==> src/rtl/adc_read_controller.sv <==
// adc_read_controller: owns the ADC. Powers it up, issues reads, waits for
// conversion completion and captures the result. Two requesters share it
// under round-robin arbitration (0: auto-read logic, 1: command logic).
//
// state    | meaning
// ---------+---------------------------------------------------------------
// IDLE     | no read in flight; adc_enable follows keep_enabled; samples req
// POWER_UP | adc_enable high, waiting POWER_UP_CYCLES before the first read
// READ     | adc_read high, waiting for completion or timeout
// DONE     | ack pulse cycle; adc_read low, returns to IDLE
`timescale 1ns/1ps
module adc_read_controller #(
  parameter int POWER_UP_CYCLES = 16,
  parameter int TIMEOUT_CYCLES  = 4095
) (
  input  logic        clk,
  input  logic        rst,
  input  logic [1:0]  req,
  input  logic        keep_enabled,
  output logic [1:0]  ack,
  output logic [15:0] result,
  output logic        result_error,
  output logic        busy,
  output logic        adc_enable,
  output logic        adc_read,
  input  logic        adc_conversion_complete,
  input  logic [15:0] adc_value
);

  localparam int CW = $clog2(TIMEOUT_CYCLES + 1);
  // Down-counter loads: the terminal count (zero) lands exactly on the
  // POWER_UP_CYCLES-th / TIMEOUT_CYCLES-th edge after the load.
  localparam logic [CW-1:0] PU_LOAD = CW'(POWER_UP_CYCLES - 1);
  localparam logic [CW-1:0] TO_LOAD = CW'(TIMEOUT_CYCLES - 1);

  typedef enum logic [1:0] {IDLE, POWER_UP, READ, DONE} state_t;

  state_t        state;
  logic          grant;
  logic          last_grant;
  logic          pick;
  logic [CW-1:0] cnt;

  // Round-robin pick: a lone request wins outright; on contention the
  // requester that was not served last wins.
  always_comb begin
    pick = req[1];
    if (req == 2'b11) pick = ~last_grant;
  end

  // Sequencer FSM with all outputs registered.
  always_ff @(posedge clk or posedge rst) begin
    if (rst) begin
      state        <= IDLE;
      grant        <= 1'b0;
      last_grant   <= 1'b1;
      cnt          <= '0;
      ack          <= 2'b00;
      result       <= 16'h0000;
      result_error <= 1'b0;
      busy         <= 1'b0;
      adc_enable   <= 1'b0;
      adc_read     <= 1'b0;
    end else begin
      ack <= 2'b00;
      case (state)
        IDLE: begin
          adc_read <= 1'b0;
          if (req != 2'b00) begin
            grant      <= pick;
            last_grant <= pick;
            busy       <= 1'b1;
            if (adc_enable) begin
              state    <= READ;
              adc_read <= 1'b1;
              cnt      <= TO_LOAD;
            end else begin
              adc_enable <= 1'b1;
              state      <= POWER_UP;
              cnt        <= PU_LOAD;
            end
          end else begin
            adc_enable <= keep_enabled;
          end
        end
        POWER_UP: begin
          if (!req[grant]) begin
            state    <= IDLE;
            adc_read <= 1'b0;
            busy     <= 1'b0;
          end else if (cnt == '0) begin
            state    <= READ;
            adc_read <= 1'b1;
            cnt      <= TO_LOAD;
          end else begin
            cnt <= cnt - 1'b1;
          end
        end
        READ: begin
          // Abort beats a same-edge completion; completion beats timeout.
          if (!req[grant]) begin
            state    <= IDLE;
            adc_read <= 1'b0;
            busy     <= 1'b0;
          end else if (adc_conversion_complete) begin
            result       <= adc_value;
            result_error <= 1'b0;
            adc_read     <= 1'b0;
            ack[grant]   <= 1'b1;
            state        <= DONE;
          end else if (cnt == '0) begin
            result_error <= 1'b1;
            adc_read     <= 1'b0;
            ack[grant]   <= 1'b1;
            state        <= DONE;
          end else begin
            cnt <= cnt - 1'b1;
          end
        end
        DONE: begin
          state <= IDLE;
          busy  <= 1'b0;
        end
        default: begin
          state    <= IDLE;
          adc_read <= 1'b0;
          busy     <= 1'b0;
        end
      endcase
    end
  end

endmodule

==> config.mk <==
export PLATFORM = sky130hd
export DESIGN_NAME = adc_read_controller
export DESIGN_NICKNAME = d
export VERILOG_FILES = /design/src/rtl/adc_read_controller.sv
export SDC_FILE = /design/constraint.sdc
export NUM_CORES = 1
export LEC_CHECK = 0
export CORE_MARGIN = 3
export CORE_UTILIZATION = 35
export DETAILED_ROUTE_END_ITERATION = 6
export PLACE_DENSITY_LB_ADDON = 0.2
export REMOVE_ABC_BUFFERS = 1
export SYNTH_ARGS = -nofsm -noshare
export SYNTH_HDL_FRONTEND = slang
export SYNTH_SLANG_ARGS = --single-unit
==> constraint.sdc <==
create_clock -name clk -period 5.3 [get_ports clk]
set_input_delay 1.59 -clock clk [delete_from_list [all_inputs] [get_ports clk]]
set_output_delay 1.59 -clock clk [all_outputs]
set_load 0.005 [all_outputs]
==> out/metrics.yaml, run 1 <==
status:
  status: "finished clean"
critical_path:
  r2r-end: "cnt[1]$_DFFE_PP0P_"
  critPathArrivalTime_ns: 3.56
  end_kind: "flop"
  rr_startpoint: "state[0]$_DFFE_PP0P_"
  path_class: "in -> reg"
  rrSetupSlack_ns: 2.81
  required_ns: 5.47
  reg2regPathDepth: 6
  cp_max_fo: 16
  cp-start-kind: "input port"
sta:
  period_needed_ns: 3.39
  setup_violations: 0
  finalSetupTns_ns: 0
  drv_slew: 0
  fmax_mhz: 295
  finalWorstSetupSlack_ns: 1.91
  rsz0062_at_grt: "no"
  slew_headroom_pct: 32.7
  min_period_over_period_pct: 64.0
  finalClockSkew_ns: 0.00908
  worst_slew_pin_slew_ns: 1.01
  holdWs_ns: 0.504
  hold_viol: 0
logic_synthesis:
  synth_area_leaders: "dfrtp_1 45%, mux2_2 11%, ha_1 4.2%, a311oi_1 2.5%, a31oi_1 2.4%"
  ys.flop_type: "dfrtp_1"
  synthesis.area_mm2: 0.00206
  synth_commonest_cells: "37 x dfrtp_1, 21 x mux2_2, 13 x inv_1"
  synth_top_family_by_area: "compound AO/OA/AOI/OAI gates"
  synth_compound_gate_area_share_pct: 19.3
  synth_most_common_cell: "dfrtp_1"
  synth-xor-area-share_pct: 0.424
  synthSimpleGateAreaFrac_pct: 13.6
  syn-instance-count: 190
  synth_edf_count: 0
  yosys.area_share.adder_pct: 4.24
  synth.avg_cell_area_um2: 10.9
  yosysSeqAreaShare_pct: 46.1
  yosys.cell_types.count: 50
  synth.area.mux_share_pct: 12.4
  ys_async_sr_fraction_pct: 100
  synth_seq_cells: 38
  synth_top_area_share_pct: 44.8
  synth_area_leader_cell: "dfrtp_1"
  ys_warn_count: 0
clock_network:
  cts_buffer_depth: 2
  cts_tree: "built"
  cts-buffers-inserted: 5
  clkTransAtPathRegs_ns: 0.07
  cts_post_setup_buffers_inserted: 0
  cts.sinks: 38
  post_cts_resized: 0
  worstSkewPairLatency_ns: 0.29
  cts_hold_buf: 0
  htreeDepth: 2
  root_buffer: "clkbuf_8"
grt:
  grt-ovfl-total: 0
  antenna_found_initial: 0
  grt_max_degree: 27
  grt_pass1_vias: 1667
  grt_pass1_wl_um: 8220
  grt_usage_pct: 14.5
min_path:
  hold-path-cell-count: 1
  hold_path.class: "reg -> reg"
  min_to: "result[9]$_DFFE_PP0P_"
  holdCritStartpoint: "result[9]$_DFFE_PP0P_"
power_and_ir_drop:
  power_density_mw_per_mm2: 619
  leakage_nw: 1.09
  design_power_total_mw: 1.65
  vdd_drop_max_v: 0.000253
layout:
  seqCellArea_um2: 952
  area_growth_pct: 29.5
  fin_area_mm2: 0.00267
  n_antenna_cell: 0
  final_nets: 262
  drive_gt1_share_pct: 16.3
  fillerInstances: 545
  multi_input_area_mm2: 0.00103
die:
  rows: 27
  die_x_um: 82.8
  die_h_um: 82.8
  dieArea_mm2: 0.00686
  initial_core_util_pct: 36.8
  ios: 44
  coreArea_mm2: 0.00561
routing:
  drtAntennaViolNets: 0
  drc: 0
  viasPerCell: 5.50
  drt_wl_total_um: 4810
  dr.pass1.iters: 4
  wl_per_cell_um: 15.8
  drt-initial-drc-count: 135
  dr_total_vias: 1679
placement:
  finalWeightedCongestion: 0.789
  pre_cts_ws_ns: 1.60
  place_hpwl_um: 3460
  port_buffers: 43
  place_area_mm2: 0.00256
job:
  drv_cap: 0
[state kept, by name, indices dropped and copies added (netlist names)]
signal        flops
ack               2
adc_enable        1
adc_read          1
busy              1
cnt              12
grant             1
last_grant        1
result           16
result_error      1
state             2
[layer usage]
| layer | GRT usage [%] | up-vias | wire length, µm |
|---|---|---|---|
| li1 | - | 810 | - |
| met1 | 21.0 | 800 | 2450 |
| met2 | 19.6 | 60 | 1900 |
| met3 | 4.86 | 9 | 350 |
| met4 | 5.65 | 0 | 99 |
| met5 | 0 | - | 0 |
[cell usage in the layout, fill, tap and decap left out, drive strengths merged, types with 2 or more instances in the layout]
| master | Yosys | layout |
|---|---|---|
| clkdlybuf4s50 | 0 | 43 |
| dfrtp | 37 | 37 |
| mux2 | 21 | 21 |
| inv | 13 | 13 |
| nand2 | 9 | 9 |
| a31oi | 8 | 8 |
| nor2 | 8 | 8 |
| o21ai | 7 | 7 |
| ha | 7 | 7 |
| a311oi | 7 | 7 |
| clkbuf | 5 | 6 |
| nand3 | 5 | 5 |
| nor3 | 5 | 5 |
| a21oi | 5 | 5 |
| nor3b | 4 | 4 |
| o32a | 4 | 4 |
| o41ai | 3 | 3 |
| a2bb2oi | 3 | 3 |
| nor4 | 3 | 3 |
| or4 | 3 | 3 |
| mux2i | 2 | 2 |
| o211ai | 2 | 2 |
| o31ai | 2 | 2 |
| nor2b | 2 | 2 |
| o311a | 2 | 2 |
[worst max path at each step]
stage,start,endpoint
floorplan,req[1],result[0]$_DFFE_PP0P_
global placement,req[0],result[4]$_DFFE_PP0P_
detailed placement,req[0],result[7]$_DFFE_PP0P_
CTS,req[0],result[9]$_DFFE_PP0P_
global route,req[0],result[8]$_DFFE_PP0P_
finish,req[0],result[5]$_DFFE_PP0P_
[worst max-delay path, stage by stage]
cell	delay [ns]
clkdlybuf4s50_1	0.59
mux2_2	0.29
nand3_1	0.58
mux2_2	0.50
[kinds of logic (layout without fill, tap and decap cells)]
family | count (synthesis) | count (layout)
DFF | 38 | 38
and+or+nand+nor | 48 | 48
adders and majority gates | 7 | 7
AOI/OAI and AO/OA | 52 | 52
muxes | 23 | 23
buffers and inverters | 21 | 64
xor gates and xnor gates | 1 | 1
[stage by stage]
step | util [%] | instances
after global placement | 45.6 | 298
after CTS | 47.7 | 305
final | 47.7 | 305
after global routing | 47.7 | 305
after detailed placement | 45.6 | 298
after floorplan | - | 182
[layout make-up]
| type | count | area share [%] |
|---|---|---|
| timing repair buffer | 44 | 16.4 |
| sequential | 38 | 35.6 |
| tap | 72 | 3.37 |
| clock inverter | 1 | 1.12 |
| multi-input combinational | 131 | 38.6 |
| clock buffer | 6 | 3.09 |
| inverter | 13 | 1.83 |
[report_power, final]
group          leakage (nW)  switching [mW]  internal, mW
sequential            0.454           0.125         0.434
combinational         0.576           0.397         0.443
clock                0.0573           0.104         0.151
total                  1.09           0.626          1.03
No activity file was read; power rests on OpenSTA's default activity.
==> run 2, diff against run 1 <==
==> constraint.sdc (replaced) <==
create_clock -name clk -period 2.95 [get_ports clk]
set_input_delay 0.885 -clock clk [delete_from_list [all_inputs] [get_ports clk]]
set_output_delay 0.885 -clock clk [all_outputs]
set_load 0.005 [all_outputs]
==> run 2 against run 1 <==
Net effect:
- sequential cell count is the same
- clock power rose by 35%
- sequential power grew 81%
- utilization increased by 0.22 points
- first-iteration DRC count down 15%
- clock skew rose by 0.0040 ns
- final cell count up 2.0%
- via count up 2.6%
- combinational power up 87%
- non-clock buffer count up 6
- register-to-register slack got worse by 2.2 ns
- largest cell class unchanged
- highest routed layer unchanged
==> out/metrics.yaml, run 2 (same netlist as run 1, synthesis figures left out) <==
clock_network:
  cts_hold_buf: 0  # unchanged
  cts.sinks: 38  # unchanged
  cts_buffer_depth: 2  # unchanged
  cts_tree: "built"  # unchanged
  cts-buffers-inserted: 5  # unchanged
  root_buffer: "clkbuf_8"  # unchanged
  worstSkewPairLatency_ns: 0.30  # was 0.29 ns
  htreeDepth: 2  # unchanged
  clkTransAtPathRegs_ns: 0.07  # about the same
  cts_post_setup_buffers_inserted: 0  # unchanged
  post_cts_resized: 0  # unchanged
sta:
  hold_viol: 0  # unchanged
  drv_slew: 0  # unchanged
  min_period_over_period_pct: 84.0
  finalSetupTns_ns: 0  # unchanged
  rsz0062_at_grt: "no"  # unchanged
  fmax_mhz: 403
  slew_headroom_pct: 54.1  # was 32.7%
  worst_slew_pin_slew_ns: 0.682  # was 1.01 ns
  finalClockSkew_ns: 0.0131  # was 0.00908 ns
  period_needed_ns: 2.48
  setup_violations: 0  # unchanged
  holdWs_ns: 0.506  # was 0.504 ns
die:
  coreArea_mm2: 0.00561  # unchanged
  ios: 44  # unchanged
  initial_core_util_pct: 36.8  # unchanged
  dieArea_mm2: 0.00686  # unchanged
  die_x_um: 82.8  # unchanged
  rows: 27  # unchanged
  die_h_um: 82.8  # unchanged
routing:
  dr.pass1.iters: 4  # unchanged
  dr_total_vias: 1722  # was 1679
  viasPerCell: 5.54  # was 5.50
  drtAntennaViolNets: 0  # unchanged
  drt-initial-drc-count: 115  # was 135
  drt_wl_total_um: 4970  # was 4810 µm
  wl_per_cell_um: 16.0  # was 15.8 µm
  drc: 0  # unchanged
power_and_ir_drop:
  power_density_mw_per_mm2: 1090  # was 619 mW/mm²
  switchingPower_mw: 1.14  # was 0.626 mW
  p_int_mw: 1.78  # was 1.03 mW
  p_seq_share_pct: 34.4  # was 33.8%
  leakage_nw: 1.10  # was 1.09 nW
  vdd_drop_max_v: 0.000425  # was 0.000253 V
  p_sw_share_pct: 39.0  # was 37.8%
  power_frac_comb_pct: 53.8  # was 50.8%
  p_clk_share_pct: 11.8  # was 15.4%
job:
  drv_cap: 0  # unchanged
layout:
  largest_reg_flops: 16  # unchanged
  layout.cells.most_common: "clkdlybuf4s50_1"  # unchanged
  area_growth_pct: 30.1  # was 29.5%
  layout_common_cells: "43 x clkdlybuf4s50_1, 37 x dfrtp_1, 21 x mux2_2"  # unchanged
  drive_gt1_share_pct: 18.0  # was 16.3%
  n_antenna_cell: 0  # unchanged
  largest-register: "result"  # unchanged
  reg.largest.list: "result (16), cnt (12)"  # unchanged
  final_nets: 268  # was 262
grt:
  grt_pass1_vias: 1760  # was 1667
  grt_pass1_wl_um: 8210  # was 8220 µm
  grt-ovfl-total: 0  # unchanged
  grt_usage_pct: 14.5  # about the same
  grt_max_degree: 39  # was 27
  antenna_found_initial: 0  # unchanged
critical_path:
  required_ns: 3.13  # was 5.47 ns
  cp_cell_sequence: "clkdlybuf4s50_1 > mux2i_1 > a211o_1 > nor2_1 > mux2_2"  # was clkdlybuf4s50_1 > mux2_2 > nand3_1 > mux2_2
  cp_slowest_stage_delay_ns: 0.59  # about the same
  cp-start-kind: "input port"  # unchanged
  slowest_stage: "clkdlybuf4s50_1"  # unchanged
  end_kind: "flop"  # unchanged
  path_class: "in -> reg"  # unchanged
  critPathTopFamily: "buffers and inverters"  # was multiplexers
  cp_max_fo: 11  # was 16
  cp_num_buf_inv: 1  # unchanged
  critPathArrivalTime_ns: 2.65  # was 3.56 ns
placement:
  finalWeightedCongestion: 0.816  # was 0.789
  place_hpwl_um: 3440  # was 3460 µm
  port_buffers: 43  # unchanged
min_path:
  hold_path.class: "reg -> reg"  # unchanged
status:
  status: "finished clean"  # unchanged
==> run 2: worst paths after layout <==
path	start	endpoint	slack (ns)	cells after the start
max	req[0]	cnt[1]$_DFFE_PP0P_	0.47	5
min in group asynchronous	rst	adc_enable$_DFFE_PP0N_	1.00	3
max in group asynchronous	rst	last_grant$_DFFE_PP1P_	1.60	3
max reg2reg	state[0]$_DFFE_PP0P_	cnt[1]$_DFFE_PP0P_	0.63	6
min	result[13]$_DFFE_PP0P_	result[13]$_DFFE_PP0P_	0.51	1
min reg2reg	result[13]$_DFFE_PP0P_	result[13]$_DFFE_PP0P_	0.51	1
==> run 2: metrics by stage <==
stage	cell area (µm²)	worst slack, ns	instances	util [%]	power (mW)
floorplan	2030	0.766	182	-	1.94
global placement	2610	0.228	304	46.5	2.57
detailed placement	2610	0.185	304	46.5	2.57
CTS	2690	0.497	311	47.9	2.93
global route	2690	0.356	311	47.9	3.13
finish	2690	0.471	311	47.9	2.92
==> run 2: worst reg2reg max path, delay by kind of cell (launching register included) <==
kind	cells	cell delay, ns
AND/OR/NAND/NOR	2	0.56
adder cells (fa/ha/maj)	1	0.34
AO/OA/AOI/OAI	1	0.46
flip-flops	1	0.39
multiplexers	1	0.35
buffers and inverters	1	0.10
==> run 2: area by class of cell <==
type                    instances  area [µm²]
clock buffers                   6        72.6
clock inverters                 1        7.51
fillers                       535        2920
inverters                      13        48.8
multi-input cells             131        1030
flip-flops and latches         38         952
well taps                      72        90.1
repair buffers                 50         483
==> run 2: routing by layer <==
metal / part of all wire [%] / global-route usage (%) / vias up
met5: 0 / 0 / -
met4: 1.2 / 4.01 / 0
met1: 47 / 18.5 / 829
met2: 44 / 23.2 / 63
li1: - / - / 825
met3: 7.8 / 5.26 / 5
==> run 2: power groups by stage <==
stage / registers [mW] / logic [mW] / clock network (mW)
floorplan: 0.972 / 0.969 / 0
global placement: 0.998 / 1.57 / 0
detailed placement: 1.01 / 1.56 / 0
CTS: 1.00 / 1.57 / 0.355
global route: 1.04 / 1.71 / 0.376
finish: 1.01 / 1.57 / 0.344
